--- config.mk ---
export PLATFORM = sky130hd
export DESIGN_NAME = traffic_intersection
export DESIGN_NICKNAME = d
export VERILOG_FILES = /design/src/rtl/traffic_pkg.sv /design/src/rtl/phase_arbiter.sv /design/src/rtl/traffic_intersection.sv
export SDC_FILE = /design/constraint.sdc
export NUM_CORES = 1
export LEC_CHECK = 0
export BUFFER_PORTS_ARGS = -buffer_cell sky130_fd_sc_hd__buf_2
export CAP_MARGIN = 30
export CORE_MARGIN = 4
export CORE_UTILIZATION = 32
export DETAILED_ROUTE_END_ITERATION = 12
export SYNTH_ARGS = -nofsm -noshare
export SYNTH_HDL_FRONTEND = slang
export SYNTH_SLANG_ARGS = --single-unit
--- constraint.sdc ---
create_clock -name clk -period 8.7 [get_ports clk]
set_input_delay 0.87 -clock clk [delete_from_list [all_inputs] [get_ports clk]]
set_output_delay 0.87 -clock clk [all_outputs]
set_load 0.01 [all_outputs]
--- src/rtl/traffic_pkg.sv ---
// Shared types and light encodings for the multi-approach signal controller.
package traffic_pkg;

  typedef enum logic [2:0] {
    IDLE,
    GREEN,
    YELLOW,
    ALLRED,
    FLASH,
    PRESET
  } state_t;

  // Head encoding is {G,Y,R}
  localparam logic [2:0] LED_OFF = 3'b000;
  localparam logic [2:0] LED_G   = 3'b100;
  localparam logic [2:0] LED_Y   = 3'b010;
  localparam logic [2:0] LED_R   = 3'b001;

  function automatic int sec2cyc(input int sec, input int clk_per_sec);
    return sec * clk_per_sec;
  endfunction

endpackage

--- src/rtl/phase_arbiter.sv ---
// Picks the next approach to serve: first demanding index after the current
// one (wrapping, current last), or simply current+1 when nobody is waiting.
module phase_arbiter #(
  parameter int N_PHASES = 4,
  parameter int IDX_W    = $clog2(N_PHASES)
) (
  input  logic [N_PHASES-1:0] demand,
  input  logic [IDX_W-1:0]    cur_idx,
  output logic [IDX_W-1:0]    next_idx,
  output logic                wrap
);

  always_comb begin
    logic             found;
    int               cand;
    logic [IDX_W-1:0] cidx;
    found = 1'b0;
    cand  = 0;
    cidx  = '0;
    next_idx = (int'(cur_idx) == N_PHASES - 1) ? '0 : cur_idx + IDX_W'(1);
    // i == N_PHASES lands back on the current index, so a lone requester is re-served
    for (int i = 1; i <= N_PHASES; i++) begin
      cand = (int'(cur_idx) + i) % N_PHASES;
      cidx = IDX_W'(cand);
      if (!found && demand[cidx]) begin
        next_idx = cidx;
        found    = 1'b1;
      end
    end
    wrap = (next_idx <= cur_idx);
  end

endmodule

--- src/rtl/traffic_intersection.sv ---
// Round-robin controller for N_PHASES signal heads with all-red clearance,
// attention flashing, preset extra green, force-red hold and demand skipping.
module traffic_intersection
  import traffic_pkg::*;
#(
  parameter int N_PHASES      = 4,
  parameter int CLK_PER_SEC   = 2,
  parameter int GREEN_S       = 30,
  parameter int PREF_GREEN_S  = 40,
  parameter int YELLOW_S      = 3,
  parameter int ALLRED_S      = 2,
  parameter int PRESET_STEP_S = 10,
  parameter int PRESET_MAX    = 4,
  parameter int FLASH_CYC     = 3
) (
  input  logic                          clk,
  input  logic                          rst,
  input  logic                          attention,
  input  logic [N_PHASES-1:0]           preferential,
  input  logic [N_PHASES-1:0]           demand,
  input  logic                          preset,
  input  logic                          preset_add,
  input  logic                          force_red,
  output logic [3*N_PHASES-1:0]         leds,
  output logic [$clog2(N_PHASES)-1:0]   active_phase,
  output logic                          cycle_done
);

  localparam int IDX_W      = $clog2(N_PHASES);
  localparam int BASE_MAX_S = (PREF_GREEN_S > GREEN_S) ? PREF_GREEN_S : GREEN_S;
  localparam int GRN_MAX_S  = BASE_MAX_S + PRESET_MAX * PRESET_STEP_S;
  localparam int AUX_MAX_S  = (YELLOW_S > ALLRED_S) ? YELLOW_S : ALLRED_S;
  localparam int MAX_S      = (GRN_MAX_S > AUX_MAX_S) ? GRN_MAX_S : AUX_MAX_S;
  localparam int MAX_CYC    = sec2cyc(MAX_S, CLK_PER_SEC);
  localparam int CNT_W      = $clog2(MAX_CYC + 1);
  localparam int PCNT_W     = $clog2(PRESET_MAX + 1);
  localparam int FL_W       = $clog2(FLASH_CYC + 1);

  localparam logic [CNT_W-1:0] YELLOW_LD = CNT_W'(sec2cyc(YELLOW_S, CLK_PER_SEC));
  localparam logic [CNT_W-1:0] ALLRED_LD = CNT_W'(sec2cyc(ALLRED_S, CLK_PER_SEC));

  state_t             state, next_state;
  logic [IDX_W-1:0]   phase, next_phase;
  logic [IDX_W-1:0]   arb_next;
  logic               arb_wrap;
  logic [CNT_W-1:0]   timer, load_val;
  logic               load;
  logic               home_q, home_nxt;
  logic               done_nxt;
  logic [PCNT_W-1:0]  preset_cnt;
  logic               preset_add_q;
  logic [FL_W-1:0]    flash_cnt;
  logic               flash_on;

  function automatic logic [CNT_W-1:0] green_cycles(input logic pref,
                                                    input logic [PCNT_W-1:0] steps);
    int sec;
    sec = (pref ? PREF_GREEN_S : GREEN_S) + int'(steps) * PRESET_STEP_S;
    return CNT_W'(sec2cyc(sec, CLK_PER_SEC));
  endfunction

  phase_arbiter #(
    .N_PHASES (N_PHASES),
    .IDX_W    (IDX_W)
  ) u_arb (
    .demand   (demand),
    .cur_idx  (phase),
    .next_idx (arb_next),
    .wrap     (arb_wrap)
  );

  always_comb begin
    logic [IDX_W-1:0] sel;
    sel        = '0;
    next_state = state;
    next_phase = phase;
    load       = 1'b0;
    load_val   = timer;
    done_nxt   = 1'b0;
    home_nxt   = home_q;
    if (preset) begin
      next_state = PRESET;
    end else if (attention) begin
      next_state = FLASH;
    end else begin
      unique case (state)
        IDLE, PRESET: begin
          next_state = GREEN;
          next_phase = '0;
          home_nxt   = 1'b0;
          load       = 1'b1;
          load_val   = green_cycles(preferential[0], preset_cnt);
        end
        // Leaving attention mode: full clearance, then restart from approach 0
        FLASH: begin
          next_state = ALLRED;
          home_nxt   = 1'b1;
          load       = 1'b1;
          load_val   = ALLRED_LD;
        end
        GREEN: begin
          if (force_red || timer == '0) begin
            next_state = YELLOW;
            load       = 1'b1;
            load_val   = YELLOW_LD;
          end
        end
        YELLOW: begin
          if (timer == '0) begin
            next_state = ALLRED;
            load       = 1'b1;
            load_val   = ALLRED_LD;
          end
        end
        ALLRED: begin
          // Reloading each held cycle keeps the clearance full once force_red drops
          if (force_red) begin
            load     = 1'b1;
            load_val = ALLRED_LD;
          end else if (timer == '0) begin
            sel        = home_q ? '0 : arb_next;
            next_state = GREEN;
            next_phase = sel;
            home_nxt   = 1'b0;
            done_nxt   = home_q | arb_wrap;
            load       = 1'b1;
            load_val   = green_cycles(preferential[sel], preset_cnt);
          end
        end
        default: next_state = IDLE;
      endcase
    end
  end

  always_ff @(posedge clk) begin
    if (rst) begin
      state        <= IDLE;
      phase        <= '0;
      timer        <= '0;
      home_q       <= 1'b0;
      cycle_done   <= 1'b0;
      preset_cnt   <= '0;
      preset_add_q <= 1'b0;
      flash_cnt    <= '0;
      flash_on     <= 1'b0;
    end else begin
      state        <= next_state;
      phase        <= next_phase;
      home_q       <= home_nxt;
      cycle_done   <= done_nxt;
      preset_add_q <= preset_add;
      if (load) begin
        timer <= load_val;
      end else if (timer != '0) begin
        timer <= timer - CNT_W'(1);
      end
      if (preset && preset_add && !preset_add_q && preset_cnt != PCNT_W'(PRESET_MAX)) begin
        preset_cnt <= preset_cnt + PCNT_W'(1);
      end
      // Flashing always starts on the dark half
      if (next_state == FLASH && state != FLASH) begin
        flash_cnt <= '0;
        flash_on  <= 1'b0;
      end else if (state == FLASH) begin
        if (flash_cnt == FL_W'(FLASH_CYC - 1)) begin
          flash_cnt <= '0;
          flash_on  <= ~flash_on;
        end else begin
          flash_cnt <= flash_cnt + FL_W'(1);
        end
      end
    end
  end

  always_comb begin
    leds = '0;
    for (int k = 0; k < N_PHASES; k++) begin
      unique case (state)
        GREEN:   leds[3*k +: 3] = (IDX_W'(k) == phase) ? LED_G : LED_R;
        YELLOW:  leds[3*k +: 3] = (IDX_W'(k) == phase) ? LED_Y : LED_R;
        ALLRED:  leds[3*k +: 3] = LED_R;
        FLASH:   leds[3*k +: 3] = flash_on ? LED_Y : LED_OFF;
        default: leds[3*k +: 3] = LED_OFF;
      endcase
    end
  end

  assign active_phase = phase;

endmodule

==> qor.csv, run 1 <==
metric,value,unit
grt_pass1_wl,8770,µm
cts_buffer_depth,2,
clock_latency,0.27,ns
die_h,89.7,µm
cts-root-buf,clkbuf_8,
cp-end-kind,flop,
ys_types,48,
grt_pass1_vias,1899,
numPortBuffers,28,
netlist_area,2130,µm²
worstPathMaxFanout,20,
post-route-period-util,0.519,
yosysSeqAreaShare,0.206,
rsz0062_at_grt,no,
grt_max_degree,21,
place_hpwl,3920,µm
worst_pin_slew,0.817,ns
clk_pin_slew_worst_paths,0.09,ns
cts_inserted_buffers,3,
wirelength,5080,µm
finClkSkew,0.00574,ns
whs,0.467,ns
synth.area.mux_share,0.0487,
drc,0,
grt_usage,0.134,
postSynthCellCount,288,
synth_adder_area_share,0.115,
slew_violations,0,
ir_drop,63.7,µV
setup-tns-final,0,ns
synth_fp_nets,321,
initial_core_util,0.332,
relSlewSlack,0.451,
maxCapViolations,0,
fp.dieW,89.7,µm
io_pins,29,
synth_compound_area_frac,0.248,
hold_class,reg -> reg,
antenna_found_initial,0,
synth-simple-area-share,0.236,
avgSynthCellArea,7.41,µm²
layout-drive-gt1-share,0.141,
cp.required,8.86,ns
postCtsSetupRepairBufs,0,
startpoint_type,flop,
drt_iter0_markers,65,
synthArstFlopShare,0,
cts.htree.levels,1,
dpl_worst_slack,4.17,ns
hold_viol,0,
hold_buffers,0,
synth_top_family_by_area,compound AO/OA/AOI/OAI gates,
cp.arrival,4.68,ns
routed_via_density,5.36,
outcome,completed,
dr_total_vias,2051,
p_leak,1.01,nW
clock_sinks,22,
grt_overflow,0,
fp.coreArea,6420,µm²
nets,340,
timing.final.setup_violations,0,
fp-row-count,29,
num_antenna_cells,0,
period_minus_slack,4.52,ns
dr.pass1.iters,4,
layout_setup_ws,4.18,ns
ys_ff_latch,22,
die_area,8040,µm²
cts_tree,done,
synth_edf_count,0,
place_congestion,0.876,
area_growth_syn_to_layout,11.5,%
wire_per_inst,13.3,µm
synth_ff_type,dfxtp_1,
synth_warnings,0,
post_cts_resized,0,
synth-xor-area-share,0.0780,
worstSetupPathType,reg -> reg,
ant_nets,0,
r2r_setup_slack,4.18,ns
p_per_area,177,nW/µm²
fmax,0.221,GHz
==> per-layer routing <==
layer | track usage | wire length [µm] | part of all wire
met1 | 0.175 | 2390 | 0.47
met2 | 0.234 | 2490 | 0.49
met3 | 0.0146 | 143 | 0.028
met4 | 0.0325 | 63 | 0.012
met5 | 0 | 0 | 0
==> kinds of logic (layout without fill, tap and decap cells) <==
group | count (synthesis) | after routing
muxes | 9 | 9
adders and majority gates | 19 | 19
buffers and inverters | 35 | 53
DFF | 22 | 22
and+or+nand+nor | 104 | 104
AOI/OAI and AO/OA | 80 | 80
xor gates and xnor gates | 19 | 19
==> Yosys cell counts, drive strengths merged, types with 7 or more instances <==
master / count / area (µm²)
a21oi: 22 / 110
buf: 7 / 40.0
clkbuf: 8 / 30.0
dfxtp: 22 / 440
ha: 18 / 225
inv: 20 / 75.1
mux2i: 7 / 70.1
nand2: 21 / 78.8
nand2b: 8 / 50.1
nor2: 36 / 135
nor2b: 8 / 50.1
nor3: 11 / 55.1
o21ai: 19 / 95.1
xnor2: 11 / 96.3
xor2: 8 / 70.1
==> critical path: stages (launching register included) <==
cell and delay, ns:
dfxtp_1 0.79, inv_1 0.26, ha_1 0.56, inv_1 0.19, mux4_2 0.35, o221ai_2 0.21, mux2i_1 0.40, mux2i_1 0.23
a32o_2 0.31, ha_1 0.32, nand2_1 0.08, a21oi_1 0.05, or4_1 0.47, nand3_1 0.12, a221oi_2 0.06
==> cell type report <==
type / count / area (µm²)
tap: 77 / 96.3
inverter: 20 / 75.1
multi-input combinational: 231 / 1550
clock inverter: 1 / 30.0
clock buffer: 3 / 41.3
sequential: 22 / 440
fill: 685 / 4040
timing repair buffer: 29 / 148
==> final timing paths <==
kind / start / endpoint / depth (start not counted)
max reg2reg: active_phase[0]$_SDFFE_PP0P_ / timer[7]$_SDFFE_PP0P_ / 14
min reg2reg: flash_on$_SDFFE_PP0P_ / flash_on$_SDFFE_PP0P_ / 1
max: active_phase[0]$_SDFFE_PP0P_ / timer[7]$_SDFFE_PP0P_ / 14
min: flash_on$_SDFFE_PP0P_ / flash_on$_SDFFE_PP0P_ / 1
==> power by group <==
group          total, mW  leakage (nW)  switching (mW)  internal (mW)
clock             0.0996        0.0357          0.0380         0.0616
combinational      0.178         0.795          0.0978         0.0804
sequential         0.143         0.181          0.0210          0.122
==> per-stage QoR <==
step | instances | utilization | area, µm² | power (mW)
2_1_floorplan | 288 | - | 2130 | 0.288
3_3_place_gp | 379 | 0.359 | 2310 | 0.321
3_5_place_dp | 379 | 0.359 | 2310 | 0.322
4_1_cts | 383 | 0.371 | 2380 | 0.424
5_1_grt | 383 | 0.371 | 2380 | 0.454
6_report | 383 | 0.371 | 2380 | 0.421
==> placed cells by master, fill, tap and decap left out, types with 2 or more instances in the layout <==
| cell type | n |
|---|---|
| nand2_1 | 21 |
| o221ai_1 | 3 |
| nor4_1 | 2 |
| inv_1 | 16 |
| a221oi_1 | 4 |
| ha_1 | 18 |
| and2_1 | 5 |
| a21o_1 | 3 |
| xnor2_1 | 11 |
| a211oi_1 | 5 |
| a21oi_1 | 22 |
| o31ai_1 | 3 |
| o311ai_0 | 2 |
| nand2b_1 | 8 |
| o21ai_0 | 11 |
| nor2b_1 | 8 |
| o21a_1 | 5 |
| nand3b_1 | 3 |
| xor2_1 | 8 |
| inv_2 | 4 |
| buf_2 | 28 |
| nor2_1 | 36 |
| o21ai_1 | 8 |
| or3_1 | 2 |
| o22ai_1 | 3 |
| clkbuf_8 | 3 |
| nand3_1 | 3 |
| dfxtp_1 | 22 |
| mux2i_1 | 7 |
| nor3_1 | 11 |
| a22oi_1 | 3 |
| nand4_1 | 2 |
==> state kept, by name, summed over array words and instances (netlist names) <==
register      cells
state             3
cycle_done        1
timer             8
active_phase      2
preset_add_q      1
preset_cnt        3
flash_cnt         2
flash_on          1
home_q            1
Note: power is estimated with default switching activity, not from simulation.
==> run 2, diff against run 1 <==
==> constraint.sdc (replaced) <==
create_clock -name clk -period 4.7 [get_ports clk]
set_input_delay 0.47 -clock clk [delete_from_list [all_inputs] [get_ports clk]]
set_output_delay 0.47 -clock clk [all_outputs]
set_load 0.01 [all_outputs]
==> run 2 against run 1 <==
Register-to-register slack worse by 3.5 ns. Power up 85%. Sequential power up 85%. Cell count up 0.26%. Via count up 0.20%. Worst hold slack worse by 0.041 ns. Global-route usage down 0.17 points. Setup slack worse by 3.5 ns. Utilization up 0.12 points. Largest cell class unchanged. Largest power group unchanged. Highest routed layer unchanged.
==> qor.csv, run 2 (synthesis results as in run 1) <==
metric,value,unit,change
worstPathMaxFanout,12,,-40%
cts_tree,done,,
grt_max_degree,20,,-4.8%
cts-root-buf,clkbuf_8,,
die_h,89.7,µm,unchanged
nFillCells,688,,+0.44%
cts.htree.levels,1,,unchanged
clk_pin_slew_worst_paths,0.09,ns,about the same
r2r_cells,14,,unchanged
wirelength,5110,µm,+0.63%
antenna_found_initial,0,,unchanged
rr_startpoint,active_phase[1]$_SDFFE_PP0P_,,
place_congestion,0.817,,-6.7%
postCtsSetupRepairBufs,0,,unchanged
hold_viol,0,,unchanged
place_hpwl,3930,µm,+0.18%
hold_end,preset_add_q$_SDFF_PP0_,,
area_growth_syn_to_layout,11.8,%,
layout-drive-gt1-share,0.143,,+0.00280
worstSetupPathType,reg -> reg,,
cp-end-kind,flop,,
grt_usage,0.132,,-0.00172
dr_total_vias,2055,,+0.20%
hold_start,preset_add,,
cts_inserted_buffers,3,,unchanged
finClkSkew,0.00127,ns,-0.00446 ns
final_area,2390,µm²,+0.32%
wire_per_inst,13.3,µm,+0.37%
largest_register_ffs,8,,unchanged
placed_cell_area,2320,µm²,+0.33%
routed_via_density,5.35,,about the same
post_cts_resized,0,,unchanged
post-route-period-util,0.863,,+0.344
layout_common_cells,"36 x nor2_1, 28 x buf_2, 22 x a21oi_1, 22 x dfxtp_1, 21 x nand2_1",,
reg.largest.list,"timer: 8 flops, preset_cnt: 3 flops, state: 3 flops",,
period_minus_slack,4.06,ns,-0.461 ns
hold_class,in -> reg,,
min_path_cells,2,,+1
relSlewSlack,0.441,,-0.0102
r2r-end,timer[7]$_SDFFE_PP0P_,,
whs,0.426,ns,-0.0409 ns
r2r_setup_slack,0.64,ns,-3.54 ns
hold_buffers,0,,unchanged
initial_core_util,0.332,,unchanged
fmax,0.247,GHz,+11%
crit_chain,inv_1 -> ha_1 -> inv_1 -> mux4_2 -> o221ai_2 -> mux2i_1 -> mux2i_1 -> a32o_2 -> ha_1 -> nand2_1 -> a21oi_1 -> or4_1 -> nand3_1 -> a221oi_2,,
fp.dieW,89.7,µm,unchanged
die_area,8040,µm²,unchanged
fp-row-count,29,,unchanged
worst_pin_slew,0.832,ns,+0.0152 ns
setup-tns-final,0,ns,unchanged
maxCapViolations,0,,unchanged
fp.coreArea,6420,µm²,unchanged
clock_latency,0.27,ns,about the same
outcome,completed,,
cp.required,4.86,ns,-4.00 ns
cts_buffer_depth,2,,unchanged
numPortBuffers,28,,unchanged
dr.pass1.iters,4,,unchanged
crit_slowest_cell,ha_1,,
drc,0,,unchanged
ant_nets,0,,unchanged
clock_sinks,22,,unchanged
drt_iter0_markers,76,,+17%
mostFrequentLayoutCell,nor2_1,,
p_per_area,326,nW/µm²,+84%
p_leak,1.02,nW,+0.54%
largest_register,timer,,
startpoint_type,flop,,
nets,341,,+0.29%
grt_overflow,0,,unchanged
ir_drop,136,µV,+110%
grt_pass1_vias,1832,,-3.5%
cp.arrival,4.22,ns,-0.46 ns
num_antenna_cells,0,,unchanged
rsz0062_at_grt,no,,
io_pins,29,,unchanged
grt_pass1_wl,8440,µm,-3.8%
cpPeakStageDelay,0.51,ns,-0.28 ns
slew_violations,0,,unchanged
timing.final.setup_violations,0,,unchanged
run 2: changes by cell type in the layout (fill, tap and decap cells not counted):
cell	previous run	this run
buf_4	1	2
run 2: stage by stage:
| step | instances | worst slack, ns | total power [mW] | utilization |
|---|---|---|---|---|
| 4_1_cts | 384 | 0.657 | 0.782 | 0.372 |
| 5_1_grt | 384 | 0.352 | 0.838 | 0.372 |
| 3_5_place_dp | 380 | 0.670 | 0.593 | 0.361 |
| 3_3_place_gp | 380 | 0.849 | 0.595 | 0.361 |
| 2_1_floorplan | 288 | 0.932 | 0.533 | - |
| 6_report | 384 | 0.645 | 0.778 | 0.372 |
run 2: cell type report:
type	instances	area [µm²]	share of cell area
clock inverter	1	30.0	0.0126
sequential	22	440	0.184
timing repair buffer	30	155	0.0650
multi-input combinational	231	1550	0.649
tap	77	96.3	0.0404
clock buffer	3	41.3	0.0173
inverter	20	75.1	0.0314
run 2: worst max path at each step:
stage | startpoint | to | slack (ns) | cells after the start
after global placement | active_phase[1]$_SDFFE_PP0P_ | timer[7]$_SDFFE_PP0P_ | 0.85 | 14
after floorplan | active_phase[0]$_SDFFE_PP0P_ | timer[7]$_SDFFE_PP0P_ | 0.93 | 16
after CTS | active_phase[1]$_SDFFE_PP0P_ | timer[7]$_SDFFE_PP0P_ | 0.66 | 14
final | active_phase[1]$_SDFFE_PP0P_ | timer[7]$_SDFFE_PP0P_ | 0.64 | 14
after global routing | active_phase[1]$_SDFFE_PP0P_ | timer[7]$_SDFFE_PP0P_ | 0.35 | 14
after detailed placement | active_phase[1]$_SDFFE_PP0P_ | timer[7]$_SDFFE_PP0P_ | 0.67 | 14
run 2: critical path, delay by kind of cell, from the launching register on:
family          cells  cell delay, ns
mux                 3            0.99
fa+ha+maj           2            0.83
compound gates      4            0.65
simple gates        3            0.67
flops               1            0.43
buf+inv             2            0.37
run 2: per-layer routing:
metal	wire [µm]	share of wire	vias to the layer above	GRT usage
li1	-	-	1055	-
met1	2460	0.48	965	0.168
met2	2450	0.48	31	0.231
met3	162	0.032	4	0.0201
met4	38	0.0074	0	0.0352
met5	0	0	-	0
run 2: report_power, final:
part	switching (mW)	internal, mW	total, mW
logic	0.179	0.149	0.328
clock network	0.0714	0.114	0.185
registers	0.0385	0.226	0.264
==> run 3, diff against run 2 <==
--- a/config.mk
+++ b/config.mk
@@ -5,7 +5,7 @@
 export SDC_FILE = /design/constraint.sdc
 export NUM_CORES = 1
 export LEC_CHECK = 0
-export BUFFER_PORTS_ARGS = -buffer_cell sky130_fd_sc_hd__buf_2
+export BUFFER_PORTS_ARGS = -buffer_cell sky130_fd_sc_hd__buf_4
 export CAP_MARGIN = 30
 export CORE_MARGIN = 4
 export CORE_UTILIZATION = 32
==> constraint.sdc (replaced) <==
create_clock -name clk -period 3.9 [get_ports clk]
set_input_delay 0.39 -clock clk [delete_from_list [all_inputs] [get_ports clk]]
set_output_delay 0.39 -clock clk [all_outputs]
set_load 0.01 [all_outputs]
==> run 3 against run 2 <==
Power grew 23%. Global-route usage grew 0.34 points. Die area is the same. Sequential share of layout area shrank 0.77 points. Clock power grew 17%. Critical endpoint is now timer[4]$_SDFFE_PP0P_. Largest cell class unchanged.
==> qor.csv, run 3 (synthesis results as in run 1) <==
metric,value,unit,change
outcome,completed,,
place_hpwl,3980,µm,+1.1%
wire_per_inst,13.3,µm,-0.20%
cts_tree,done,,
nets,345,,+1.2%
worst_pin_slew,0.554,ns,-0.279 ns
place_congestion,0.804,,-1.6%
relSlewSlack,0.630,,+0.190
final_area,2490,µm²,+4.4%
die_area,8040,µm²,unchanged
timing.final.setup_violations,0,,unchanged
antenna_found_initial,0,,unchanged
worstPathMaxFanout,10,,-2
startpoint_type,flop,,
r2r_setup_slack,0.39,ns,-0.26 ns
clkPwrFrac,0.226,,-0.012
placed_cell_area,2420,µm²,+4.3%
clock_sinks,22,,unchanged
initial_core_util,0.332,,unchanged
clk_pin_slew_worst_paths,0.09,ns,about the same
cts_inserted_buffers,3,,unchanged
finClkSkew,0.00480,ns,+0.00352 ns
io_pins,29,,unchanged
area_growth_syn_to_layout,16.7,%,
p_leak,1.04,nW,+2.7%
reg.largest.list,"timer: 8 flops, preset_cnt: 3 flops, state: 3 flops",,
hold_viol,0,,unchanged
seq_area,440,µm²,unchanged
fp.coreArea,6420,µm²,unchanged
nFillCells,682,,-0.87%
ir_drop,169,µV,+24%
numPortBuffers,28,,unchanged
mostFrequentLayoutCell,nor2_1,,
slew_violations,0,,unchanged
drt_iter0_markers,88,,+16%
seq_power_share,0.335,,-0.005
crit_chain,inv_1 -> ha_1 -> inv_1 -> mux4_2 -> o221ai_2 -> mux2i_2 -> or3_1 -> a32o_2 -> buf_4 -> xnor2_1 -> ha_1 -> nor2_1 -> o21ai_1 -> o31ai_1 -> a221oi_1 -> a21oi_1,,
ant_nets,0,,unchanged
grt_pass1_wl,8850,µm,+4.9%
layout_common_cells,"36 x nor2_1, 34 x buf_4, 22 x a21oi_1, 22 x dfxtp_1, 21 x nand2_1",,
grt_usage,0.135,,+0.00344
largest_register,timer,,
p_per_area,383,nW/µm²,+18%
maxCapViolations,0,,unchanged
largest_register_ffs,8,,unchanged
post-route-period-util,0.901,,+0.0381
die_h,89.7,µm,unchanged
swShare,0.365,,-0.00667
cts_buffer_depth,2,,unchanged
multi_input_area,1550,µm²,+0.24%
cts.htree.levels,1,,unchanged
cp-end-kind,flop,,
layout-drive-gt1-share,0.158,,+0.0142
clock_latency,0.26,ns,about the same
cp.arrival,3.67,ns,-0.55 ns
cpPeakStageDelay,0.43,ns,-0.08 ns
num_antenna_cells,0,,unchanged
rsz0062_at_grt,no,,
cp.required,4.05,ns,-0.81 ns
intPower,0.606,mW,+24%
cts-root-buf,clkbuf_8,,
wirelength,5160,µm,+0.84%
combPwrFrac,0.439,,+0.017
crit_slowest_cell,dfxtp_1,,
hold_class,in -> reg,,
routed_via_density,5.26,,-1.7%
grt_max_degree,20,,unchanged
worstSetupPathType,reg -> reg,,
fp.dieW,89.7,µm,unchanged
power_switching,0.349,mW,+21%
fp-row-count,29,,unchanged
grt_pass1_vias,1974,,+7.8%
grt_overflow,0,,unchanged
drc,0,,unchanged
period_minus_slack,3.51,ns,-0.542 ns
dr.pass1.iters,4,,unchanged
setup-tns-final,0,ns,unchanged
dr_total_vias,2042,,-0.63%
fmax,0.285,GHz,+15%
## run 3: worst paths after layout
kind                                  end  cells after the start                         start
setup / recovery    timer[4]$_SDFFE_PP0P_                     16  active_phase[1]$_SDFFE_PP0P_
hold / removal    preset_add_q$_SDFF_PP0_                      2                    preset_add
setup reg to reg    timer[4]$_SDFFE_PP0P_                     16  active_phase[1]$_SDFFE_PP0P_
hold reg to reg     flash_on$_SDFFE_PP0P_                      1         flash_on$_SDFFE_PP0P_
## run 3: power by group through the flow
stage	Combinational (mW)	Clock [mW]	Sequential, mW
2_1_floorplan	0.335	0	0.308
3_3_place_gp	0.413	0	0.323
3_5_place_dp	0.415	0	0.323
4_1_cts	0.420	0.222	0.319
5_1_grt	0.477	0.228	0.327
6_report	0.419	0.216	0.320
## run 3: per-stage QoR
stage	cells	setup slack, ns	hold slack [ns]	util	power [mW]
floorplan	288	0.132	0.437	-	0.642
global placement	384	0.464	0.454	0.376	0.735
detailed placement	384	0.347	0.464	0.376	0.737
CTS	388	0.336	0.350	0.387	0.961
global route	388	0.0459	0.365	0.388	1.03
finish	388	0.386	0.350	0.388	0.954
## run 3: critical path, delay by kind of cell, from the launching register on
family	cells	cell delay, ns
simple gates	2	0.37
flops	1	0.43
mux	2	0.48
buf+inv	3	0.43
fa+ha+maj	2	0.47
xor+xnor	1	0.15
compound gates	6	1.05
## run 3: layer usage
metal	share of wire	track usage	routed length [µm]
met2	0.48	0.241	2470
met1	0.48	0.175	2490
met5	0	0	0
met3	0.034	0.0164	173
met4	0.0048	0.0271	25
## run 3: repair_timing
action	4_1_cts	5_1_grt
hold buffers	0	0
endpoints found under the setup margin	0	1
hold endpoints to repair	0	0
setup buffers	0	0
resized for setup	0	1
## run 3: layout make-up
cell class / instances / share of cell area
clock buffer: 3 / 0.0166
clock inverter: 1 / 0.0121
inverter: 20 / 0.0301
multi-input combinational: 231 / 0.623
sequential: 22 / 0.177
tap: 77 / 0.0387
timing repair buffer: 34 / 0.102
